===== src/rtl/pwm_burst_array.sv =====
// pwm_burst_array: multi-channel PWM burst engine with shadow configs and mask start/stop
module pwm_burst_array #(
    parameter int NUM_CH  = 6,
    parameter int CNT_W   = 16,
    parameter int PULSE_W = 8
) (
    input  logic               sys_clk,
    input  logic               sys_rst_n,
    input  logic               cfg_wr,
    input  logic [7:0]         cfg_ch,
    input  logic [CNT_W-1:0]   cfg_period,
    input  logic [CNT_W-1:0]   cfg_high,
    input  logic [PULSE_W-1:0] cfg_pulses,
    input  logic               cfg_pol,
    input  logic [NUM_CH-1:0]  start,
    input  logic [NUM_CH-1:0]  stop,
    output logic [NUM_CH-1:0]  pwm_out,
    output logic [NUM_CH-1:0]  pwm_busy,
    output logic [NUM_CH-1:0]  pwm_done,
    output logic               cfg_err
);
    typedef enum logic {IDLE, RUN} state_t;
    typedef struct packed {
        logic [CNT_W-1:0]   period;
        logic [CNT_W-1:0]   high;
        logic [PULSE_W-1:0] pulses;
        logic               pol;
    } cfg_t;
    logic [1:0] rst_sync;
    logic       rst_n;
    cfg_t       wr_cfg;
    assign rst_n  = rst_sync[1];
    assign wr_cfg = '{cfg_period, cfg_high, cfg_pulses, cfg_pol};
    // Reset asserts immediately but releases two clocks after sys_rst_n rises
    always_ff @(posedge sys_clk or negedge sys_rst_n)
        if (!sys_rst_n) rst_sync <= '0;
        else rst_sync <= {rst_sync[0], 1'b1};
    // Flag writes aimed at a channel that does not exist
    always_ff @(posedge sys_clk or negedge rst_n)
        if (!rst_n) cfg_err <= 1'b0;
        else cfg_err <= cfg_wr && cfg_ch >= 8'(NUM_CH);
    for (genvar i = 0; i < NUM_CH; i++) begin : g_ch
        state_t             st, st_n;
        cfg_t               sh, sh_n, act, act_n;
        logic               dirty, dirty_n, done_n, wr, pend, last;
        logic               out, busy, done;
        logic [CNT_W-1:0]   cnt, cnt_n;
        logic [PULSE_W-1:0] pcnt, pcnt_n;
        assign wr          = cfg_wr && cfg_ch == 8'(i);
        assign pend        = cnt == act.period;
        assign last        = pend && act.pulses != '0 && pcnt == act.pulses - PULSE_W'(1);
        assign pwm_out[i]  = out;
        assign pwm_busy[i] = busy;
        assign pwm_done[i] = done;
        // Next state: stop beats start, start beats burst end, reloads only at period end
        always_comb begin
            sh_n    = wr ? wr_cfg : sh;
            dirty_n = wr | dirty;
            st_n    = st;
            act_n   = act;
            cnt_n   = cnt;
            pcnt_n  = pcnt;
            done_n  = 1'b0;
            if (st == RUN && stop[i]) begin
                st_n = IDLE;
            end else if (start[i] && !stop[i]) begin
                st_n    = RUN;
                act_n   = sh_n;
                dirty_n = 1'b0;
                cnt_n   = '0;
                pcnt_n  = '0;
            end else if (st == RUN) begin
                cnt_n  = pend ? '0 : cnt + CNT_W'(1);
                pcnt_n = pend ? pcnt + PULSE_W'(1) : pcnt;
                if (last) begin
                    st_n   = IDLE;
                    done_n = 1'b1;
                end else if (pend && dirty_n) begin
                    act_n   = sh_n;
                    dirty_n = 1'b0;
                end
            end
        end
        // Channel registers; the output is derived from next-cycle counter and config
        always_ff @(posedge sys_clk or negedge rst_n)
            if (!rst_n) begin
                st    <= IDLE;
                sh    <= '0;
                act   <= '0;
                dirty <= 1'b0;
                cnt   <= '0;
                pcnt  <= '0;
                out   <= 1'b0;
                busy  <= 1'b0;
                done  <= 1'b0;
            end else begin
                st    <= st_n;
                sh    <= sh_n;
                act   <= act_n;
                dirty <= dirty_n;
                cnt   <= cnt_n;
                pcnt  <= pcnt_n;
                out   <= st_n == RUN ? (cnt_n < act_n.high) ^ act_n.pol : act_n.pol;
                busy  <= st_n == RUN;
                done  <= done_n;
            end
    end
endmodule

===== config.mk =====
export PLATFORM = sky130hd
export DESIGN_NAME = pwm_burst_array
export DESIGN_NICKNAME = d
export VERILOG_FILES = /design/src/rtl/pwm_burst_array.sv
export SDC_FILE = /design/constraint.sdc
export NUM_CORES = 1
export LEC_CHECK = 0
export BUFFER_PORTS_ARGS = -buffer_cell sky130_fd_sc_hd__buf_2
export CORE_UTILIZATION = 60
export DETAILED_ROUTE_END_ITERATION = 8
export PLACE_DENSITY = 0.79
export REMOVE_ABC_BUFFERS = 1
export SETUP_SLACK_MARGIN = 0.5
export SYNTH_ARGS = -nofsm -noshare
export SYNTH_HDL_FRONTEND = slang
export SYNTH_SLANG_ARGS = --single-unit

===== constraint.sdc =====
create_clock -name sys_clk -period 30.9 [get_ports sys_clk]
set_input_delay 9.27 -clock sys_clk [delete_from_list [all_inputs] [get_ports sys_clk]]
set_output_delay 9.27 -clock sys_clk [all_outputs]
set_load 0.02 [all_outputs]

### Word level (Yosys, flattened, before mapping)

Cells that the tools add are included.

| operators by class | value |
|---|---|
| add/subtract/negate cells | 18 |
| order comparisons | 7 |
| equality and inequality tests | 23 |
| muxes and demuxes | 162 |
| bitwise operators | 18 |
| reductions and logical operators | 80 |

Operators by type and width:

| cell | count |
|---|---|
| $mux 41 | 30 |
| $mux 16 | 24 |
| $mux 25 | 6 |
| $mux 8 | 18 |
| $add 16x1->16 const B | 6 |
| $eq 16x16->1 | 6 |
| $lt 16x16->1 | 6 |
| $mux 1 | 84 |
| $add 8x1->8 const B | 6 |
| $eq 8x8->1 | 6 |
| $reduce_bool 8->1 | 6 |
| $sub 8x1->8 const B | 6 |
| $logic_and 1x1->1 | 37 |
| $reduce_bool 2->1 | 18 |
| $reduce_and 4->1 | 6 |
| $reduce_and 3->1 | 6 |
| $eq 8x2->1 const B | 2 |
| $eq 8x3->1 const B | 2 |
| $ne 2x1->1 const B | 6 |
| $eq 8x1->1 const B | 1 |
| $ge 8x3->1 const B | 1 |
| $logic_not 8->1 | 1 |
| $logic_not 1->1 | 6 |
| $not 1->1 | 6 |
| 2 further kinds | 12 |

| word-level totals | value |
|---|---|
| register bits after elaboration | 663 |
| input bits | 64 |
| output and inout port bits | 19 |
| word-level logic and storage cells | 394 |

### Depth between registers and ports, before layout

| depth | value |
|---|---|
| word-level depth | 12 |
| mapped depth | 20 |
| mapped depth without buffers | 19 |

### Least setup slack after synthesis

OpenSTA, ideal clock, no wires.

| timing path | value |
|---|---|
| kind | input-to-reg |
| start point | input port cfg_ch[4] |
| end point | register g_ch[2].out |
| library setup time | 0.125 ns |
| arrival time | 12.508 ns |
| required time | 30.775 ns |
| setup slack | 18.267 ns |
| stages | 20 |
| path buffers | 4 |
| path through | nor3_2 and4b_1 clkbuf_1 and3b_1 clkbuf_1 nor2_1 a311o_1 and2_1 buf_2 buf_2 mux2i_1 ha_1 a21oi_1 nor2b_1 o21ai_0 a21oi_1 o21a_1 o21ai_0 o2111ai_1 xnor2_1 |

| between the ends | value |
|---|---|
| cells in the longest elaborated chain, start to end | 12 |
| elaborated cells between the ends (all ways) | 13 |
| those cells by class | order compare: 1; eq/ne: 1; mux: 7; bitwise: 2; reduce/logical: 2 |

RTL lines:

| what | RTL line | source |
|---|---|---|
| start, declared | 10 | `input logic [7:0] cfg_ch,` |
| $eq 8x2->1 * | 49 | `assign wr = cfg_wr && cfg_ch == 8'(i);` |
| $logic_and 1x1->1 * | 49 |  |
| $or 1x1->1 | 58 | `dirty_n = wr \| dirty;` |
| $logic_and 1x1->1 | 78 | `end else if (pend && dirty_n) begin` |
| $mux 41 | 78 |  |
| $mux 41 | 75 | `if (last) begin` |
| $mux 41 | 72 | `end else if (st == RUN) begin` |
| $mux 41 * | 66 | `end else if (start[i] && !stop[i]) begin` |
| $mux 25 * | 64 | `if (st == RUN && stop[i]) begin` |
| $lt 16x16->1 | 103 | `out <= st_n == RUN ? (cnt_n < act_n.high) ^ act_n.pol : act_n.pol;` |
| $xor 1x1->1 | 103 |  |
| $mux 1 * | 103 |  |
| end signal, assigned | 103 |  |
| end, declared | 46 | `logic out, busy, done;` |

Every way passes the cells marked *; elsewhere a longest branch is shown, timed or not. The select of a mux whose other input is x is not followed.
A chain may end at the register's enable or synchronous reset.

### Worst setup path in the final report

| timing path | value |
|---|---|
| start point | input port cfg_ch[4] |
| end point | register g_ch[1].out |

| between the ends | value |
|---|---|
| cells in the longest elaborated chain, start to end | 12 |
| elaborated cells between the ends (all ways) | 13 |
| those cells by class | order compare: 1; eq/ne: 1; mux: 7; bitwise: 2; reduce/logical: 2 |

RTL lines:

| what | RTL line |
|---|---|
| $eq 8x1->1 * | 49 |
| $logic_and 1x1->1 * | 49 |
| $or 1x1->1 | 58 |
| $logic_and 1x1->1 | 78 |
| $mux 41 | 78 |
| $mux 41 | 75 |
| $mux 41 | 72 |
| $mux 41 * | 66 |
| $mux 25 * | 64 |
| $lt 16x16->1 | 103 |
| $xor 1x1->1 | 103 |
| $mux 1 * | 103 |
| end signal, assigned | 103 |
| end, declared | 46 |

Marked as above.

==> out/qor.yml <==
htree_levels: 3
n_antenna_cell: 0
cts_tree: "yes"
ff2ff_setup_slack_ns: 25.96
post-route-period-util_pct: 42.87
post_cts_buffers: 0
worstSetupEndpointType: "flip-flop"
p_comb_share_pct: 11.3
status: "completed"
power.share.switching_pct: 25.39
cts_resized: 0
p_clk_share_pct: 42.9
grt_max_degree: 175
die_w_um: 230.5
worstReg2RegStart: "g_ch[4].act[1]$_DFFE_PN0P_"
wirelength_um: 76840
yosysSeqAreaShare_pct: 52.94
net-switching-power_w: 0.0005329
cp_data_required_time_ns: 31.37
power_w: 0.002099
fp.coreArea_um2: 51510
synthArstFlopShare_pct: 100.0
synth_edf_count: 0
grt_pass1_vias: 22720
start_util_pct: 60.84
finalSetupTns_ns: 0
antenna_found_initial: 3
numCtsBuffers: 70
drtAntennaViolNets: 0
final-setup-viol-count: 0
min_period_ns: 13.25
drtPass1Iterations: 7
final_area_um2: 34820
dp_hpwl_um: 50950
globalRouteOverflowTotal: 0
layout.nets: 3187
ys_ff_latch: 663
synth_cell_types: 75
drc_errors: 0
hold_viol_final: 0
yosys_warnings: 0
worstPathMaxFanout: 68
clock_skew_ns: 0.02515
clockRootBuffer: "clkbuf_16"
setup_ws_ns: 17.65
synthCells: 2950
netlist_area_um2: 31340
pin_count: 83
clk_latency_ns: 0.62
grt_pass1_wl_um: 123000
globalRouteTotalUtil_pct: 29.84
avgSynthCellArea_um2: 10.62
via_per_inst: 5.917
whs_path_depth: 0
startpoint_type: "primary input"
std_cell_rows: 83
leakagePower_nw: 18.31
drv_slew: 0
fill_cells: 3766
drt_iter0_drc: 1977
min_path_type: "flip-flop to flip-flop"
dp_cells: 3617
cts.sinks: 663
ff2ff_path_depth: 20
final_cells: 3742
rr_endpoint: "g_ch[4].out$_DFF_PN0_"
die_area_um2: 53150
arrival_ns: 13.72
maxCapViolCount: 0
path_clk_slew_ns: 0.06
synth_flop_cell: "dfrtp_1"
wl_per_cell_um: 20.53
max-clock-path-buffers: 3
path_class: "primary input to flip-flop"
cts_hold_buf: 0
grt_setup_unrepaired: "false"
dr_total_vias: 22140
pwr-share-seq_pct: 45.8
placed_area_um2: 32330
peakVddDrop_mv: 0.05017
drive_above_1_share_pct: 14.99
synth_area_leaders: "dfrtp_1 53%, mux2_2 7.6%, nand2_1 5.7%, ha_1 4.6%, xnor2_1 4.5%"
relSlewSlack_pct: 29.98
dieHeight_um: 230.5
tightest_slew_ns: 1.041
power_density_nw_per_um2: 60.28
worstHoldStart: "rst_sync[0]$_DFF_PN0_"
gp_congestion: 0.9373
io_buffer_count: 82
internal_power_w: 0.001566
clock.fmax_mhz: 75.50
worstHoldEndpoint: "rst_sync[1]$_DFF_PN0_"
synth_top_area_share_pct: 52.94
syn_to_final_growth_pct: 11.09
post-place-ws_ns: 17.16
synth_top_area_cell: "dfrtp_1"
==> state kept, by name, indices dropped and copies added (netlist names), 6 cells and up <==
| register | cells |
|---|---|
| g_ch.act | 246 |
| g_ch.sh | 246 |
| g_ch.cnt | 96 |
| g_ch.pcnt | 48 |
| g_ch.busy | 6 |
| g_ch.dirty | 6 |
| g_ch.done | 6 |
| g_ch.out | 6 |
==> synth_stat cells (4+ instances only) <==
cell type,number
xnor2_1,161
o21a_1,22
buf_4,18
nand3b_1,5
a21o_1,32
inv_1,161
a21oi_1,72
o2111ai_1,6
clkbuf_1,77
ha_1,114
buf_1,12
mux2i_1,83
buf_2,14
a22oi_1,5
nand2b_1,16
mux2_2,211
nand3_1,48
or3_1,6
nor2_1,236
a211oi_1,10
o21bai_1,4
nand2_1,478
and2_1,4
a31oi_1,35
dfrtp_1,663
nand4b_1,4
o21ai_0,64
nand4_1,72
and3_1,26
xor2_1,112
nor2b_1,37
or2_2,5
nor3b_1,4
and4_1,17
o211ai_1,9
nor4_1,16
nor3_1,29
==> stage by stage <==
step	utilization [%]	hold slack (ns)
global route	67.59	0.3619
CTS	67.59	0.3535
detailed placement	62.77	0.3426
global placement	62.77	0.3376
floorplan	-	0.3312
finish	67.59	0.3477
==> critical path: stages <==
cell	delay, ns
buf_2	0.10
nor3_2	0.33
and4b_1	0.52
nand2_1	0.14
nor2_2	0.09
buf_4	0.37
o21ai_0	0.22
o21ai_4	0.15
buf_4	0.61
mux2i_1	0.35
ha_1	0.29
a21o_1	0.16
a21oi_1	0.14
nor2b_1	0.06
o21ai_0	0.14
nand2b_1	0.07
a211oi_1	0.23
o211a_1	0.19
o31ai_1	0.08
xnor2_1	0.14
==> power by group through the flow <==
| stage | Clock, W | Sequential (W) | Combinational (W) |
|---|---|---|---|
| after detailed placement | 0 | 0.000976 | 0.000234 |
| after global routing | 0.000946 | 0.000967 | 0.000263 |
| final | 0.000901 | 0.000961 | 0.000237 |
| after CTS | 0.000913 | 0.000961 | 0.000237 |
| after floorplan | 0 | 0.000978 | 0.000152 |
| after global placement | 0 | 0.000972 | 0.000224 |
==> how the worst max path moves through the flow <==
stage                                     start                    end  slack, ns  depth (start not counted)
final                                 cfg_ch[4]  g_ch[1].out$_DFF_PN0_      17.65                         20
after global routing                  cfg_ch[4]  g_ch[1].out$_DFF_PN0_      17.33                         20
after CTS                             cfg_ch[4]  g_ch[1].out$_DFF_PN0_      17.74                         20
after detailed placement              cfg_ch[4]  g_ch[1].out$_DFF_PN0_      17.16                         20
after global placement                cfg_ch[4]  g_ch[1].out$_DFF_PN0_      17.27                         20
after floorplan           rst_sync[1]$_DFF_PN0_      cfg_err$_DFF_PN0_      11.05                          0
==> cell families after synthesis <==
group | after synthesis | synth area share (%)
other | 1 | 0.01197
buffers and inverters | 282 | 3.649
flip-flops | 663 | 52.94
AO/OA/AOI/OAI | 299 | 6.144
XOR/XNOR | 273 | 7.629
multiplexers | 294 | 10.23
AND/OR/NAND/NOR | 1024 | 14.84
adder cells (fa/ha/maj) | 114 | 4.551
==> routing by layer <==
layer,GRT usage [%],part of all wire [%],vias up
li1,-,-,10070
met1,38.56,41,11140
met2,49.07,48,697
met3,5.818,6.4,221
met4,13.08,4.7,12
met5,0,0.095,-
==> cell usage in the layout, fill, tap and decap left out, types with 5 or more instances in the layout <==
cell type,synthesis,routed
clkbuf_16,0,73
nand4_1,72,72
nor4_1,16,16
a31oi_1,35,35
mux2_2,211,211
o21a_1,22,22
o21ai_0,64,64
buf_2,14,82
nor3_1,29,29
a211oi_1,10,10
clkbuf_1,77,11
nor2b_1,37,37
a21oi_1,72,72
and4_1,17,17
nand2_1,478,478
inv_1,161,161
nand2b_1,16,16
nand3_1,48,46
or3_1,6,6
ha_1,114,114
o211ai_1,9,9
nand3b_1,5,5
or2_2,5,5
bufinv_16,0,10
a21o_1,32,32
clkinv_2,0,7
o2111ai_1,6,6
xor2_1,112,112
nor2_1,236,235
and3_1,26,26
clkbuf_8,0,15
buf_4,18,24
xnor2_1,161,161
dfrtp_1,663,662
a22oi_1,5,5
mux2i_1,83,83
==> area by class of cell <==
class / instances / area, um^2 / share of cell area, %
Timing Repair Buffer: 108 / 630.6 / 1.811
Sequential cell: 663 / 16590 / 47.66
Multi-Input combinational cell: 2005 / 13650 / 39.21
Clock inverter: 26 / 409.1 / 1.175
Clock buffer: 99 / 2074 / 5.958
Inverter: 161 / 604.3 / 1.736
Tap cell: 680 / 850.8 / 2.444
(Power assumes the default switching activity.)
